`src/rtl/fetch_stage_pkg.sv`:
```
// Shared definitions for the instruction-fetch stage and its consumers.
// Holds the FSM state encoding, the jump select encoding shared with
// control_unit, the IF/ID payload layout and the instruction field positions.
package fetch_stage_pkg;

  localparam int unsigned XLEN    = 32;
  localparam int unsigned OPC_HI  = 31;
  localparam int unsigned OPC_LO  = 26;
  localparam int unsigned FUNC_HI = 5;
  localparam int unsigned FUNC_LO = 0;

  localparam logic [1:0] JMP_NONE = 2'b00;
  localparam logic [1:0] JMP_J    = 2'b01;
  localparam logic [1:0] JMP_JR   = 2'b10;

  localparam logic [XLEN-1:0] NOP_INSTR = 32'h0000_0000;

  typedef enum logic [1:0] {
    S_IDLE,
    S_FETCH,
    S_HOLD,
    S_DRAIN
  } fetch_state_e;

  // IF/ID payload; the skid buffer uses the same layout.
  typedef struct packed {
    logic [XLEN-1:0] instr;
    logic [XLEN-1:0] pc;
    logic [XLEN-1:0] pc_plus8;
  } if_id_t;

endpackage

```
`src/rtl/fetch_target_calc.sv`:
```
// Redirect decode and target computation for the instruction held in IF/ID.
// Ports:
//   if_id_instr, if_id_pc  - instruction in IF/ID and its PC
//   jump                   - 00 none, 01 j/jal, 10 jr, 11 treated as none
//   jr_target              - rs value for jr (low two bits ignored)
//   branch_taken           - beq/bne comparator result
//   redirect               - a jump or taken branch is requested (unqualified)
//   target                 - next PC; jump has priority over branch
module fetch_target_calc
  import fetch_stage_pkg::*;
(
  input  logic [XLEN-1:0] if_id_instr,
  input  logic [XLEN-1:0] if_id_pc,
  input  logic [1:0]      jump,
  input  logic            branch_taken,
  input  logic [XLEN-1:0] jr_target,
  output logic            redirect,
  output logic [XLEN-1:0] target
);

  logic [1:0]      jsel;
  logic [XLEN-1:0] pc_plus4;
  logic [XLEN-1:0] br_off;
  logic            unused_bits;

  // Fold the reserved encoding onto "no jump".
  assign jsel     = ((jump == JMP_J) || (jump == JMP_JR)) ? jump : JMP_NONE;
  assign pc_plus4 = if_id_pc + XLEN'(4);
  assign br_off   = {{(XLEN-18){if_id_instr[15]}}, if_id_instr[15:0], 2'b00};
  assign redirect = (jsel != JMP_NONE) | branch_taken;

  always_comb begin
    target = pc_plus4 + br_off;
    case (jsel)
      JMP_J:   target = {pc_plus4[XLEN-1:28], if_id_instr[25:0], 2'b00};
      JMP_JR:  target = {jr_target[XLEN-1:2], 2'b00};
      default: ;
    endcase
  end

  assign unused_bits = ^{if_id_instr[XLEN-1:26], jr_target[1:0]};

endmodule

```
`src/rtl/fetch_stage.sv`:
```
// Instruction-fetch stage with IF/ID pipeline register.
// Ports:
//   clk, rst_n                  - clock, asynchronous active-low reset
//   imem_req/imem_addr          - fetch request, address held until imem_ack
//   imem_ack/imem_rdata         - completion and instruction word
//   stall                       - ID hazard hold, freezes IF/ID
//   jump/jr_target/branch_taken - redirect controls from ID
//   if_id_*                     - registered instruction, PC, PC+8 and valid
//   opcode/func                 - instruction fields, zero when IF/ID is empty
module fetch_stage
  import fetch_stage_pkg::*;
#(
  parameter logic [31:0] RESET_PC = 32'h0000_0000
) (
  input  logic        clk,
  input  logic        rst_n,
  output logic        imem_req,
  output logic [31:0] imem_addr,
  input  logic        imem_ack,
  input  logic [31:0] imem_rdata,
  input  logic        stall,
  input  logic [1:0]  jump,
  input  logic [31:0] jr_target,
  input  logic        branch_taken,
  output logic        if_id_valid,
  output logic [31:0] if_id_instr,
  output logic [31:0] if_id_pc,
  output logic [31:0] if_id_pc_plus8,
  output logic [5:0]  opcode,
  output logic [5:0]  func
);

  fetch_state_e    state_q, state_d;
  logic [XLEN-1:0] pc_q, pc_d;
  logic [XLEN-1:0] addr_d;
  logic            req_d;
  logic            valid_d;
  if_id_t          if_id_q, if_id_d;
  if_id_t          skid_q, skid_d;
  if_id_t          fetched;
  logic            tgt_redirect;
  logic [XLEN-1:0] target;
  logic            redirect;

  fetch_target_calc u_target (
    .if_id_instr  (if_id_q.instr),
    .if_id_pc     (if_id_q.pc),
    .jump         (jump),
    .branch_taken (branch_taken),
    .jr_target    (jr_target),
    .redirect     (tgt_redirect),
    .target       (target)
  );

  // Stall gates redirects so jr never consumes a stale rs.
  assign redirect = if_id_valid & ~stall & tgt_redirect;

  // Next-state, PC and IF/ID update.
  always_comb begin
    state_d          = state_q;
    pc_d             = pc_q;
    valid_d          = if_id_valid;
    if_id_d          = if_id_q;
    skid_d           = skid_q;
    fetched.instr    = imem_rdata;
    fetched.pc       = pc_q;
    fetched.pc_plus8 = pc_q + XLEN'(8);

    case (state_q)
      S_IDLE: state_d = S_FETCH;
      S_FETCH: begin
        if (redirect) begin
          valid_d = 1'b0;
          pc_d    = target;
          if (!imem_ack) state_d = S_DRAIN;
        end else if (imem_ack && stall) begin
          skid_d  = fetched;
          pc_d    = pc_q + XLEN'(4);
          state_d = S_HOLD;
        end else if (imem_ack) begin
          if_id_d = fetched;
          valid_d = 1'b1;
          pc_d    = pc_q + XLEN'(4);
        end else if (!stall) begin
          valid_d = 1'b0;
        end
      end
      S_HOLD: begin
        if (redirect) begin
          valid_d = 1'b0;
          pc_d    = target;
          skid_d  = '0;
          state_d = S_FETCH;
        end else if (!stall) begin
          if_id_d = skid_q;
          valid_d = 1'b1;
          skid_d  = '0;
          state_d = S_FETCH;
        end
      end
      S_DRAIN: begin
        if (redirect) begin
          valid_d = 1'b0;
          pc_d    = target;
        end
        if (imem_ack) state_d = S_FETCH;
      end
      default: state_d = S_IDLE;
    endcase

    // The squashed request keeps its address until memory acknowledges it.
    addr_d = (state_d == S_DRAIN) ? imem_addr : pc_d;
    req_d  = (state_d == S_FETCH) || (state_d == S_DRAIN);
  end

  // State, PC, request and IF/ID registers.
  always_ff @(posedge clk or negedge rst_n) begin
    if (!rst_n) begin
      state_q     <= S_IDLE;
      pc_q        <= RESET_PC;
      imem_addr   <= RESET_PC;
      imem_req    <= 1'b0;
      if_id_valid <= 1'b0;
      if_id_q     <= '{instr: NOP_INSTR, pc: '0, pc_plus8: '0};
      skid_q      <= '0;
      opcode      <= '0;
      func        <= '0;
    end else begin
      state_q     <= state_d;
      pc_q        <= pc_d;
      imem_addr   <= addr_d;
      imem_req    <= req_d;
      if_id_valid <= valid_d;
      if_id_q     <= if_id_d;
      skid_q      <= skid_d;
      opcode      <= valid_d ? if_id_d.instr[OPC_HI:OPC_LO]   : 6'(0);
      func        <= valid_d ? if_id_d.instr[FUNC_HI:FUNC_LO] : 6'(0);
    end
  end

  assign if_id_instr    = if_id_q.instr;
  assign if_id_pc       = if_id_q.pc;
  assign if_id_pc_plus8 = if_id_q.pc_plus8;

endmodule

```
`config.mk`:
```
export PLATFORM = sky130hd
export DESIGN_NAME = fetch_stage
export DESIGN_NICKNAME = d
export VERILOG_FILES = /design/src/rtl/fetch_stage_pkg.sv /design/src/rtl/fetch_target_calc.sv /design/src/rtl/fetch_stage.sv
export SDC_FILE = /design/constraint.sdc
export NUM_CORES = 1
export LEC_CHECK = 0
export BUFFER_PORTS_ARGS = -buffer_cell sky130_fd_sc_hd__clkbuf_2
export CAP_MARGIN = 30
export CORE_MARGIN = 2
export CORE_UTILIZATION = 35
export CTS_CLUSTER_SIZE = 14
export DETAILED_ROUTE_END_ITERATION = 10
export PLACE_DENSITY = 0.65
export SLEW_MARGIN = 20
export SYNTH_ARGS = -nofsm -noshare
export SYNTH_HDL_FRONTEND = slang
export SYNTH_SLANG_ARGS = --single-unit
```
`constraint.sdc`:
```
create_clock -name clk -period 7.3 [get_ports clk]
set_input_delay 1.095 -clock clk [delete_from_list [all_inputs] [get_ports clk]]
set_output_delay 1.095 -clock clk [all_outputs]
set_load 0.005 [all_outputs]
```
==> qor.csv, run 1 <==
stage;metric;value;unit
run_status;status;complete, no violations;
sta;tns;0;ns
route;drc;0;
logic_synthesis;synth_ff_type;dfrtp_1;
sta;finalCritPeriodShare;66.3;%
grt;antenna_found_initial;2;
logic_synthesis;syn_nets;1894;
setup_path;path_max_fanout;8;
setup_path;cp_top_family;compound AO/OA/AOI/OAI gates;
logic_synthesis;synth-edff-count;0;
sta;max_freq;207;MHz
final_layout;antenna_cells;0;
cts;cts_buffers;30;
setup_path;crit_path_end_kind;register;
setup_path;start_kind;register;
setup_path;crit_top_cell;ha_1;
setup_path;arrival;5.30;ns
logic_synthesis;synth_cell_types;80;
flow_run;drv_cap;0;
sta;fin_hold_ws;0.477;ns
route;routed_via_density;5.68;
cts;cts_root_buffer;clkbuf_16;
floorplan;die_h;213;µm
cts;cts_sinks;265;
placement;dpl.hpwl;39700;µm
setup_path;rrSetupSlack;2.46;ns
cts;postCtsSetupBuffers;0;
worst_hold_path;min_to;if_id_pc_plus8[27]$_DFFE_PN0P_;
power_and_ir_drop;powerDensity;358;nW/µm²
route;vias;14300;
logic_synthesis;async_flop_share;100;%
setup_path;timing.rr.start;if_id_pc[2]$_DFFE_PN0P_;
placement;dpl_cell_area;16800;µm²
route;antenna_left;0;
cts;clk_pin_slew_worst_paths;0.06;ns
logic_synthesis;synth_seq_cells;265;
worst_hold_path;hp-start;if_id_pc_plus8[27]$_DFFE_PN0P_;
setup_path;critPathMaxStageDelay;0.68;ns
logic_synthesis;syn_area_per_cell;8.62;µm²
final_layout;stdcell_area;17800;µm²
grt;grt-ovfl-total;0;
grt;grt_max_degree;113;
grt;grt_pass1_vias;13800;
cts;cts_resized;0;
sta;relSlewSlack;36.4;%
logic_synthesis;synth_warnings;0;
final_layout;nNetsFinal;2024;
route;wl;55000;µm
cts;clk_latency;0.60;ns
sta;worst_pin_slew;0.950;ns
placement;place.gp.congestion;0.933;
sta;finalCriticalPeriod;4.84;ns
sta;setup_viol;0;
logic_synthesis;synth_area;15300;µm²
logic_synthesis;synth-seq-area-share;43.3;%
floorplan;die_x;213;µm
floorplan;num_rows;76;
setup_path;rr_endpoint;imem_addr[31]$_DFFE_PN0P_;
cts;cts_tree;built;
setup_path;crit_type;register to register;
route;first_pass_iters;7;
placement;io_buffers;210;
floorplan;top_level_ports;213;
final_layout;area_growth;16.5;%
setup_path;required;7.76;ns
route;routedWlPerCell;21.9;µm
power_and_ir_drop;leakage;8.06;nW
final_layout;layout-drive-gt1-share;17.7;%
floorplan;initial_core_util;35.5;%
sta;hold_viol_final;0;
worst_hold_path;hold_path.class;register to register;
grt;grtUsageTotal;24.3;%
sta;finClkSkew;0.0288;ns
route;drtIter0Drc;1248;
floorplan;dieArea;45400;µm²
worst_hold_path;min_path_cells;2;
sta;rsz0062_at_grt;no;
cts;clockBufferDepth;3;
logic_synthesis;synthCells;1777;
setup_path;slowest_stage;nor3_2;
cts;hold_buffers;0;
cts;htreeDepth;1;
setup_path;ff2ff_path_depth;15;
grt;grt_pass1_wl;84400;µm
power_and_ir_drop;irDropWorstVdd;0.000233;V
setup_path;crit_path_cell_trace;ha_1, nand2_1, nor3_2, nand4_1, nor2_1, xor2_1, ha_1, a21o_1, a221oi_2, and2_1, o31a_2, o31ai_4, a2111oi_1, o31ai_2, mux2_2;
floorplan;core_area;43200;µm²
setup_path;cp_num_buf_inv;0;
sta;drv_slew;0;
-- cell families (layout without fill, tap and decap cells) --
family,Yosys count,after routing,synth area share (%)
simple gates,625,625,18.4
flops,265,265,43.3
buf+inv,167,317,4.31
compound gates,565,565,23.5
fa+ha+maj,46,46,3.81
mux,30,30,2.19
xor+xnor,79,79,4.52
-- per-layer routing --
| metal | wire length (µm) | global-route usage (%) | share of wire (%) | vias up |
|---|---|---|---|---|
| li1 | - | - | - | 6607 |
| met1 | 24100 | 34.0 | 44 | 6939 |
| met3 | 4120 | 3.71 | 7.5 | 108 |
| met4 | 2200 | 9.63 | 4.0 | 2 |
| met2 | 24600 | 37.5 | 45 | 615 |
| met5 | 13 | 0 | 0.024 | - |
-- cell usage after synthesis (5+ instances only) --
library cell,number,share of area (%)
nand2b_1,8,0.33
ha_1,45,3.7
a22o_1,18,1.0
xor2_1,29,1.7
clkbuf_1,104,2.5
a21o_1,11,0.54
o22ai_1,6,0.25
a221o_1,10,0.65
o31ai_1,16,0.78
a21oi_1,107,3.5
buf_1,12,0.29
o21ai_0,207,6.8
or3_1,10,0.41
o21ai_1,7,0.23
and3_1,16,0.65
nand2_1,371,9.1
dfrtp_1,265,43
xnor2_1,50,2.9
a31oi_1,19,0.78
and2_1,10,0.41
inv_1,34,0.83
o21bai_1,7,0.34
mux2i_1,5,0.33
nand4_1,24,0.98
nor2b_1,7,0.29
a211oi_1,10,0.49
nand3_1,38,1.2
and4_1,7,0.40
buf_2,11,0.36
a211o_1,6,0.34
nor3_1,15,0.49
nor2_1,89,2.2
buf_4,5,0.25
a221oi_1,21,1.2
a22oi_1,71,3.5
mux2_2,24,1.8
-- cells in the final DEF (no fill, tap or decap), types with 9 or more instances in the layout --
master and n:
mux2_2 24, a31oi_1 19, and3_1 16, a221o_1 10, or3_1 10, dfrtp_1 265, nand3_1 38, a211oi_1 10
clkbuf_2 209, buf_4 18, nor2_1 87, nand4_1 24, ha_1 44, o31ai_1 16, xnor2_1 50, clkbuf_8 9
a221oi_1 21, and2_1 10, clkbuf_16 30, o21ai_0 207, nor3_1 15, nand2_1 369, a21o_1 11, inv_1 34
xor2_1 29, a21oi_1 107, a22o_1 18, a22oi_1 71
-- per-stage QoR --
stage / std cells / total power, mW / utilization (%) / setup WS [ns]
floorplan: 1777 / 3.80 / - / 3.66
global placement: 2458 / 4.71 / 38.8 / 2.64
detailed placement: 2459 / 4.78 / 38.8 / 2.59
CTS: 2511 / 6.39 / 41.3 / 2.53
global route: 2512 / 6.78 / 41.3 / 2.18
finish: 2512 / 6.40 / 41.3 / 2.46
-- where the power goes --
part / leakage (nW) / internal (mW) / switching [mW] / total [mW]
clock network: 0.512 / 0.949 / 0.642 / 1.59
logic: 3.97 / 0.833 / 1.59 / 2.42
registers: 3.58 / 1.91 / 0.481 / 2.39
total: 8.06 / 3.69 / 2.71 / 6.40
-- tightest hold or removal path, cell delays in order (launching register included) --
cell,delay [ns]
dfrtp_1,0.34
nand2_1,0.05
o21ai_0,0.06
-- final cells by class --
type                       count  area [µm²]
sequential                   265        6630
fill                        4358       25300
tap                          585         732
multi-input combinational   1345        8060
inverter                      35         133
clock inverter                10         160
clock buffer                  42         886
timing repair buffer         230        1240
-- sequential cells by signal (all words and copies together) (netlist names) --
signal,count
if_id_pc,32
state_q,2
skid_q,93
if_id_valid,1
pc_q,32
func,6
if_id_instr,32
imem_addr,32
opcode,6
if_id_pc_plus8,29
-- worst max-delay path by stage --
stage,start,to,slack [ns],cells after the start
global route,if_id_pc[2]$_DFFE_PN0P_,imem_addr[31]$_DFFE_PN0P_,2.18,15
finish,if_id_pc[2]$_DFFE_PN0P_,imem_addr[31]$_DFFE_PN0P_,2.46,15
global placement,if_id_pc[2]$_DFFE_PN0P_,imem_addr[31]$_DFFE_PN0P_,2.64,15
CTS,state_q[0]$_DFF_PN0_,if_id_pc[16]$_DFFE_PN0P_,2.53,8
detailed placement,state_q[0]$_DFF_PN0_,if_id_pc[16]$_DFFE_PN0P_,2.59,8
floorplan,if_id_pc[2]$_DFFE_PN0P_,imem_addr[31]$_DFFE_PN0P_,3.66,15
(Power assumes the default switching activity.)
==> run 2: changes to the inputs <==
Clock period 7.3 ns to 5 ns, I/O delays scaled along.
==> run 2 against run 1 <==
  * Power grew 47%
  * Sequential power rose by 46%
  * Sequential share of layout area shrank 0.075 points
  * Cell area up 0.20%
  * Utilization rose by 0.084 points
  * First-iteration DRC count is 13% higher
  * Via count rose by 0.82%
  * Non-clock buffer count up 7
  * Critical endpoint unchanged
  * Largest power group unchanged
  * Highest routed layer is now met4
==> qor.csv, run 2 (synthesized netlist as in run 1, its figures left out) <==
stage;metric;value;unit;change
run_status;status;complete, no violations;;
cts;cts_resized;0;;unchanged
final_layout;largest_register_ffs;93;;unchanged
setup_path;start_kind;register;;
grt;grt_pass1_wl;84600;µm;+0.12%
setup_path;crit_path_cell_trace;ha_1, nand2_1, nor3_2, buf_4, nand4_1, nor2_1, xor2_1, ha_1, a21o_1, a221oi_2, and2_1, o31a_2, o31ai_4, a2111oi_1, o31ai_2, mux2_2;;
final_layout;stdcell_area;17900;µm²;+0.20%
setup_path;rr_endpoint;imem_addr[31]$_DFFE_PN0P_;;
cts;cts_sinks;265;;unchanged
sta;worst_pin_slew;0.983;ns;+0.0333 ns
grt;grt-ovfl-total;0;;unchanged
setup_path;crit_type;register to register;;
floorplan;dieArea;45400;µm²;unchanged
grt;grtUsageTotal;24.3;%;about the same
route;routedWlPerCell;22.0;µm;+0.45%
placement;io_buffers;210;;unchanged
setup_path;required;5.47;ns;-2.29 ns
route;routed_via_density;5.70;;+0.38%
sta;finClkSkew;0.0214;ns;-0.00738 ns
sta;tns;0;ns;unchanged
floorplan;initial_core_util;35.5;%;unchanged
setup_path;ff2ff_path_depth;16;;+1
route;vias;14400;;+0.82%
setup_path;critPathMaxStageDelay;0.56;ns;-0.12 ns
cts;cts_root_buffer;clkbuf_16;;
cts;clockBufferDepth;3;;unchanged
cts;cts_buffers;30;;unchanged
power_and_ir_drop;irDropWorstVdd;0.000302;V;+30%
power_and_ir_drop;combPwrFrac;37.9;%;about the same
setup_path;path_max_fanout;8;;unchanged
flow_run;drv_cap;0;;unchanged
final_layout;most-common-layout-cells;nand2_1, dfrtp_1, clkbuf_2;;
floorplan;num_rows;76;;unchanged
route;drc;0;;unchanged
power_and_ir_drop;switching_share;42.4;%;+0.11 points
final_layout;final_cells;2523;;+0.44%
sta;setup_viol;0;;unchanged
sta;max_freq;231;MHz;+12%
floorplan;die_h;213;µm;unchanged
placement;place_inst;2467;;+0.33%
sta;fin_hold_ws;0.197;ns;-0.280 ns
cts;clk_latency;0.58;ns;-0.02 ns
cts;hold_buffers;0;;unchanged
power_and_ir_drop;finalPower;9.40;mW;+47%
placement;dpl.hpwl;40500;µm;+2.0%
route;first_pass_iters;5;;-2
route;wl;55500;µm;+0.89%
final_layout;antenna_cells;0;;unchanged
final_layout;fillers;4348;;-0.23%
sta;finalCritPeriodShare;86.7;%;+20 points
setup_path;arrival;4.81;ns;-0.49 ns
sta;drv_slew;0;;unchanged
final_layout;registers.top_by_ff_count;skid_q;;
final_layout;final_common_cell;nand2_1;;
sta;hold_viol_final;0;;unchanged
final_layout;area_growth;16.8;%;
grt;grt_pass1_vias;13800;;-0.31%
power_and_ir_drop;leakage;8.07;nW;+0.22%
setup_path;crit_path_end_kind;register;;
power_and_ir_drop;p_clk_share;24.9;%;about the same
sta;finalCriticalPeriod;4.33;ns;-0.507 ns
cts;cts_tree;built;;
worst_hold_path;hold_path.class;input pin to asynchronous set/reset pin;;
setup_path;crit_top_cell;ha_1;;
power_and_ir_drop;internal_power;5.41;mW;+47%
route;drtIter0Drc;1404;;+13%
setup_path;timing.rr.start;if_id_pc[2]$_DFFE_PN0P_;;
setup_path;rrSetupSlack;0.67;ns;-1.79 ns
placement;dpl_cell_area;16800;µm²;+0.42%
final_layout;layout-drive-gt1-share;18.1;%;+0.36 points
grt;antenna_found_initial;0;;-2
sta;rsz0062_at_grt;no;;
setup_path;slowest_stage;a2111oi_1;;
sta;relSlewSlack;34.4;%;-2.0 points
cts;postCtsSetupBuffers;0;;unchanged
placement;place.gp.congestion;0.933;;about the same
cts;clk_pin_slew_worst_paths;0.07;ns;about the same
floorplan;die_x;213;µm;unchanged
cts;htreeDepth;1;;unchanged
grt;grt_max_degree;111;;-1.8%
power_and_ir_drop;power_frac_seq;37.2;%;about the same
floorplan;core_area;43200;µm²;unchanged
power_and_ir_drop;powerDensity;526;nW/µm²;+47%
floorplan;top_level_ports;213;;unchanged
final_layout;nNetsFinal;2031;;+0.35%
route;antenna_left;0;;unchanged
power_and_ir_drop;p_sw;3.99;mW;+47%
run 2: cell types whose count changed in the layout (fill, tap and decap cells not counted), moves of 2 or more:
cell	before	now
buf_4	18	25
clkbuf_1	3	6
clkbuf_8	9	4
clkinv_2	4	7
clkinvlp_4	1	3
run 2: power groups by stage:
stage	sequential (mW)	combinational (mW)	clock, mW
floorplan	3.18	2.36	0
finish	3.50	3.56	2.34
global route	3.57	3.89	2.46
detailed placement	3.50	3.50	0
CTS	3.47	3.52	2.37
global placement	3.47	3.43	0
run 2: final cells by class:
type	instances	area, µm²	area share (%)
multi-input cells	1345	8060	45.1
well taps	585	732	4.09
repair buffers	237	1290	7.21
clock inverters	15	186	1.04
inverters	35	131	0.735
clock buffers	41	853	4.77
flip-flops and latches	265	6630	37.1
run 2: worst max path at each step:
stage                                  from                         to  slack [ns]  cells after the start
global placement    if_id_pc[2]$_DFFE_PN0P_  imem_addr[31]$_DFFE_PN0P_        0.84                     16
finish              if_id_pc[2]$_DFFE_PN0P_  imem_addr[31]$_DFFE_PN0P_        0.67                     16
CTS                 if_id_pc[2]$_DFFE_PN0P_  imem_addr[31]$_DFFE_PN0P_        0.77                     16
detailed placement  if_id_pc[2]$_DFFE_PN0P_  imem_addr[31]$_DFFE_PN0P_        0.78                     16
floorplan           if_id_pc[2]$_DFFE_PN0P_  imem_addr[31]$_DFFE_PN0P_        1.36                     15
global route        if_id_pc[2]$_DFFE_PN0P_  imem_addr[31]$_DFFE_PN0P_        0.50                     16
run 2: critical path, delay by kind of cell (launching register included):
family          cells  cell delay (ns)
compound gates      6             1.59
simple gates        5             0.87
fa+ha+maj           2             0.58
flops               1             0.48
mux                 1             0.28
xor+xnor            1             0.23
buf+inv             1             0.20
run 2: per-layer routing:
| layer | part of all wire (%) | vias up | global-route usage (%) | wire length [µm] |
|---|---|---|---|---|
| met5 | 0 | - | 0 | 0 |
| met4 | 4.0 | 0 | 9.63 | 2220 |
| met3 | 7.8 | 104 | 3.37 | 4350 |
| met2 | 44 | 635 | 37.1 | 24400 |
| met1 | 44 | 7042 | 34.7 | 24600 |
| li1 | - | 6607 | - | - |
run 2: through the flow:
stage / utilization (%) / worst slack (ns)
after floorplan: - / 1.36
after global placement: 39.0 / 0.837
after detailed placement: 39.0 / 0.781
after CTS: 41.4 / 0.774
after global routing: 41.4 / 0.502
final: 41.4 / 0.666
==> run 3: changes to the inputs <==
Settings changed: ABC_AREA from default to 1.
==> run 3 against run 2 <==
  * Hold slack better by 0.0083 ns
  * Sequential share of layout area is 2.2 points lower
  * Via count is 12% higher
  * Non-clock buffer count is 1 higher
  * Register-to-register slack better by 0.02 ns
  * Critical endpoint is now imem_addr[29]$_DFFE_PN0P_
==> qor.csv, run 3 <==
stage;metric;value;unit;change
route;antenna_left;0;;unchanged
grt;grt-ovfl-total;0;;unchanged
power_and_ir_drop;combPwrFrac;41.5;%;+3.6 points
sta;worst_pin_slew;0.932;ns;-0.0513 ns
setup_path;crit_path_end_kind;register;;
power_and_ir_drop;p_sw;4.22;mW;+5.8%
cts;htreeDepth;1;;unchanged
logic_synthesis;synth_cell_types;54;;-33%
logic_synthesis;async_flop_share;100;%;unchanged
power_and_ir_drop;irDropWorstVdd;0.000371;V;+23%
cts;cts_root_buffer;clkbuf_16;;
power_and_ir_drop;leakage;9.54;nW;+18%
route;top_layer;met4;;
cts;clk_latency;0.60;ns;+0.02 ns
cts;clk_pin_slew_worst_paths;0.06;ns;about the same
setup_path;rr_endpoint;imem_addr[29]$_DFFE_PN0P_;;
worst_hold_path;hold_path.class;input pin to asynchronous set/reset pin;;
route;met1_length;27600;µm;+12%
final_layout;nNetsFinal;2527;;+24%
run_status;status;complete, no violations;;
setup_path;arrival;4.76;ns;-0.05 ns
route;vias;16100;;+12%
setup_path;crit_type;register to register;;
final_layout;final_common_cell;nand2_1;;
logic_synthesis;synth_top_area_share;40.7;%;-2.6 points
route;routedWlPerCell;20.0;µm;-9.0%
sta;relSlewSlack;37.9;%;+3.4 points
placement;io_buffers;210;;unchanged
route;drc;0;;unchanged
route;first_pass_iters;6;;+1
route;wl;60800;µm;+9.7%
logic_synthesis;synth-edff-count;0;;unchanged
floorplan;top_level_ports;213;;unchanged
logic_synthesis;synth_warnings;0;;unchanged
grt;grt_pass1_wl;91900;µm;+8.7%
power_and_ir_drop;switching_share;43.7;%;+1.2 points
flow_run;drv_cap;0;;unchanged
sta;finalCritPeriodShare;86.4;%;-0.30 points
placement;place.gp.congestion;0.964;;+3.3%
logic_synthesis;synth_area;16300;µm²;+6.4%
final_layout;area_growth;16.8;%;about the same
cts;cts_buffers;30;;unchanged
setup_path;ff2ff_path_depth;19;;+3
logic_synthesis;synth_seq_cells;265;;unchanged
floorplan;initial_core_util;35.2;%;-0.24 points
grt;grtUsageTotal;24.9;%;+0.67 points
grt;antenna_found_initial;0;;unchanged
power_and_ir_drop;powerDensity;508;nW/µm²;-3.4%
floorplan;dieArea;48300;µm²;+6.3%
setup_path;crit_top_cell;nand2_1;;
logic_synthesis;syn_nets;2356;;+24%
setup_path;path_max_fanout;6;;-2
setup_path;start_kind;register;;
logic_synthesis;syn_area_per_cell;7.28;µm²;-16%
sta;hold_viol_final;0;;unchanged
logic_synthesis;synth-seq-area-share;40.7;%;-2.6 points
route;drtIter0Drc;1612;;+15%
logic_synthesis;ys_top_cells_by_area;dfrtp_1, nand2_1, inv_1;;
sta;max_freq;232;MHz;+0.35%
route;route.met3.wl;4420;µm;+1.5%
sta;finalCriticalPeriod;4.32;ns;-0.0152 ns
logic_synthesis;synthCells;2239;;+26%
cts;postCtsSetupBuffers;0;;unchanged
final_layout;fillers;4852;;+12%
route;wl_met2;27100;µm;+11%
floorplan;num_rows;79;;+3.9%
power_and_ir_drop;p_clk_share;25.4;%;+0.5 points
sta;setup_viol;0;;unchanged
final_layout;most-common-layout-cells;nand2_1, inv_1, dfrtp_1;;
sta;rsz0062_at_grt;no;;
setup_path;crit_path_end;imem_addr[29]$_DFFE_PN0P_;;
final_layout;final_cells;3042;;+21%
logic_synthesis;post-synth-top-area-cell;dfrtp_1;;
setup_path;required;5.44;ns;-0.03 ns
grt;grt_pass1_vias;15100;;+9.8%
floorplan;die_h;220;µm;+3.1%
cts;cts_sinks;265;;unchanged
cts;cts_resized;0;;unchanged
route;routed_via_density;5.28;;-7.4%
placement;place_inst;2984;;+21%
setup_path;slowest_stage;dfrtp_1;;
sta;drv_slew;0;;unchanged
logic_synthesis;synthTopCellsByCount;nand2_1, inv_1, dfrtp_1, o22ai_1, o21ai_0;;
sta;tns;0;ns;unchanged
floorplan;die_x;220;µm;+3.1%
cts;hold_buffers;0;;unchanged
final_layout;layout-drive-gt1-share;14.1;%;-4.0 points
grt;grt_max_degree;115;;+3.6%
power_and_ir_drop;internal_power;5.45;mW;+0.69%
logic_synthesis;yosysMostFrequentCell;nand2_1;;
cts;cts_tree;built;;
power_and_ir_drop;power_frac_seq;33.1;%;-4.1 points
floorplan;core_area;46300;µm²;+7.2%
setup_path;timing.rr.start;if_id_pc[2]$_DFFE_PN0P_;;
sta;finClkSkew;0.0372;ns;+0.0158 ns
placement;dpl.hpwl;46100;µm;+14%
setup_path;crit_path_cell_trace;nand3_1, inv_1, nand2_1, nor2_1, and3_1, nand2_1, nor3_1, xor2_1, inv_1, ha_1, nand2_1, nor4_1, nand3_1, nand3_1, nand3_1, nand2_1, nand2_1, nand3_1, nand2_1;;
final_layout;largest_register_ffs;93;;unchanged
cts;clockBufferDepth;3;;unchanged
logic_synthesis;synth_ff_type;dfrtp_1;;
setup_path;crit_start;if_id_pc[2]$_DFFE_PN0P_;;
final_layout;registers.top_by_ff_count;skid_q;;
setup_path;rrSetupSlack;0.68;ns;+0.02 ns
setup_path;critPathMaxStageDelay;0.57;ns;about the same
[run 3: metrics by stage]
stage	instance area [µm²]	power, mW	utilization, %	hold WS (ns)	worst slack [ns]
floorplan	16300	5.61	-	0.454	1.95
global placement	17900	7.03	38.6	0.467	0.839
detailed placement	17900	7.15	38.7	0.465	0.819
CTS	19000	9.64	41.1	0.259	0.781
global route	19000	10.2	41.1	0.274	0.402
finish	19000	9.66	41.1	0.205	0.681
[run 3: worst min-delay path by stage]
| stage | from | to | slack, ns | cells past startpoint |
|---|---|---|---|---|
| after floorplan | rst_n | func[0]$_DFF_PN0_ | 0.45 | 0 |
| after global placement | imem_addr[9]$_DFFE_PN0P_ | imem_addr[9]$_DFFE_PN0P_ | 0.47 | 2 |
| after detailed placement | imem_addr[26]$_DFFE_PN0P_ | imem_addr[26]$_DFFE_PN0P_ | 0.46 | 2 |
| after CTS | rst_n | if_id_pc[23]$_DFFE_PN0P_ | 0.26 | 1 |
| after global routing | rst_n | if_id_pc[23]$_DFFE_PN0P_ | 0.27 | 1 |
| final | rst_n | if_id_pc[23]$_DFFE_PN0P_ | 0.21 | 1 |
[run 3: worst max-delay path: cells and delay by family (launching register included)]
family | cells | cell delay [ns]
DFF | 1 | 0.57
adders and majority gates | 1 | 0.41
buffers and inverters | 2 | 0.22
xor gates and xnor gates | 1 | 0.20
and+or+nand+nor | 15 | 2.78
[run 3: layout make-up]
cell class	count	area [µm²]	area share (%)
diodes	1	2.50	0.0132
flip-flops and latches	265	6630	34.8
well taps	607	759	3.99
inverters	377	1420	7.45
repair buffers	238	1320	6.96
multi-input cells	1498	7790	40.9
clock inverters	20	273	1.43
clock buffers	36	833	4.38
[run 3: logic make-up after synthesis]
family                   after synthesis  synth area share (%)
AO/OA/AOI/OAI                        482                  17.6
XOR/XNOR                              54                  2.90
buffers and inverters                476                  11.5
AND/OR/NAND/NOR                      916                  23.7
adder cells (fa/ha/maj)               46                  3.58
flip-flops                           265                  40.7
[run 3: power groups by stage]
stage	clock, mW	combinational [mW]	sequential, mW
finish	2.46	4.01	3.20
global route	2.59	4.37	3.26
CTS	2.50	3.95	3.19
detailed placement	0	3.92	3.22
global placement	0	3.82	3.21
floorplan	0	2.52	3.09
[run 3: layer usage]
layer,global-route usage (%),vias to the layer above
met5,0,-
met2,38.7,582
met4,7.56,0
li1,-,7656
met1,35.6,7739
met3,3.93,87
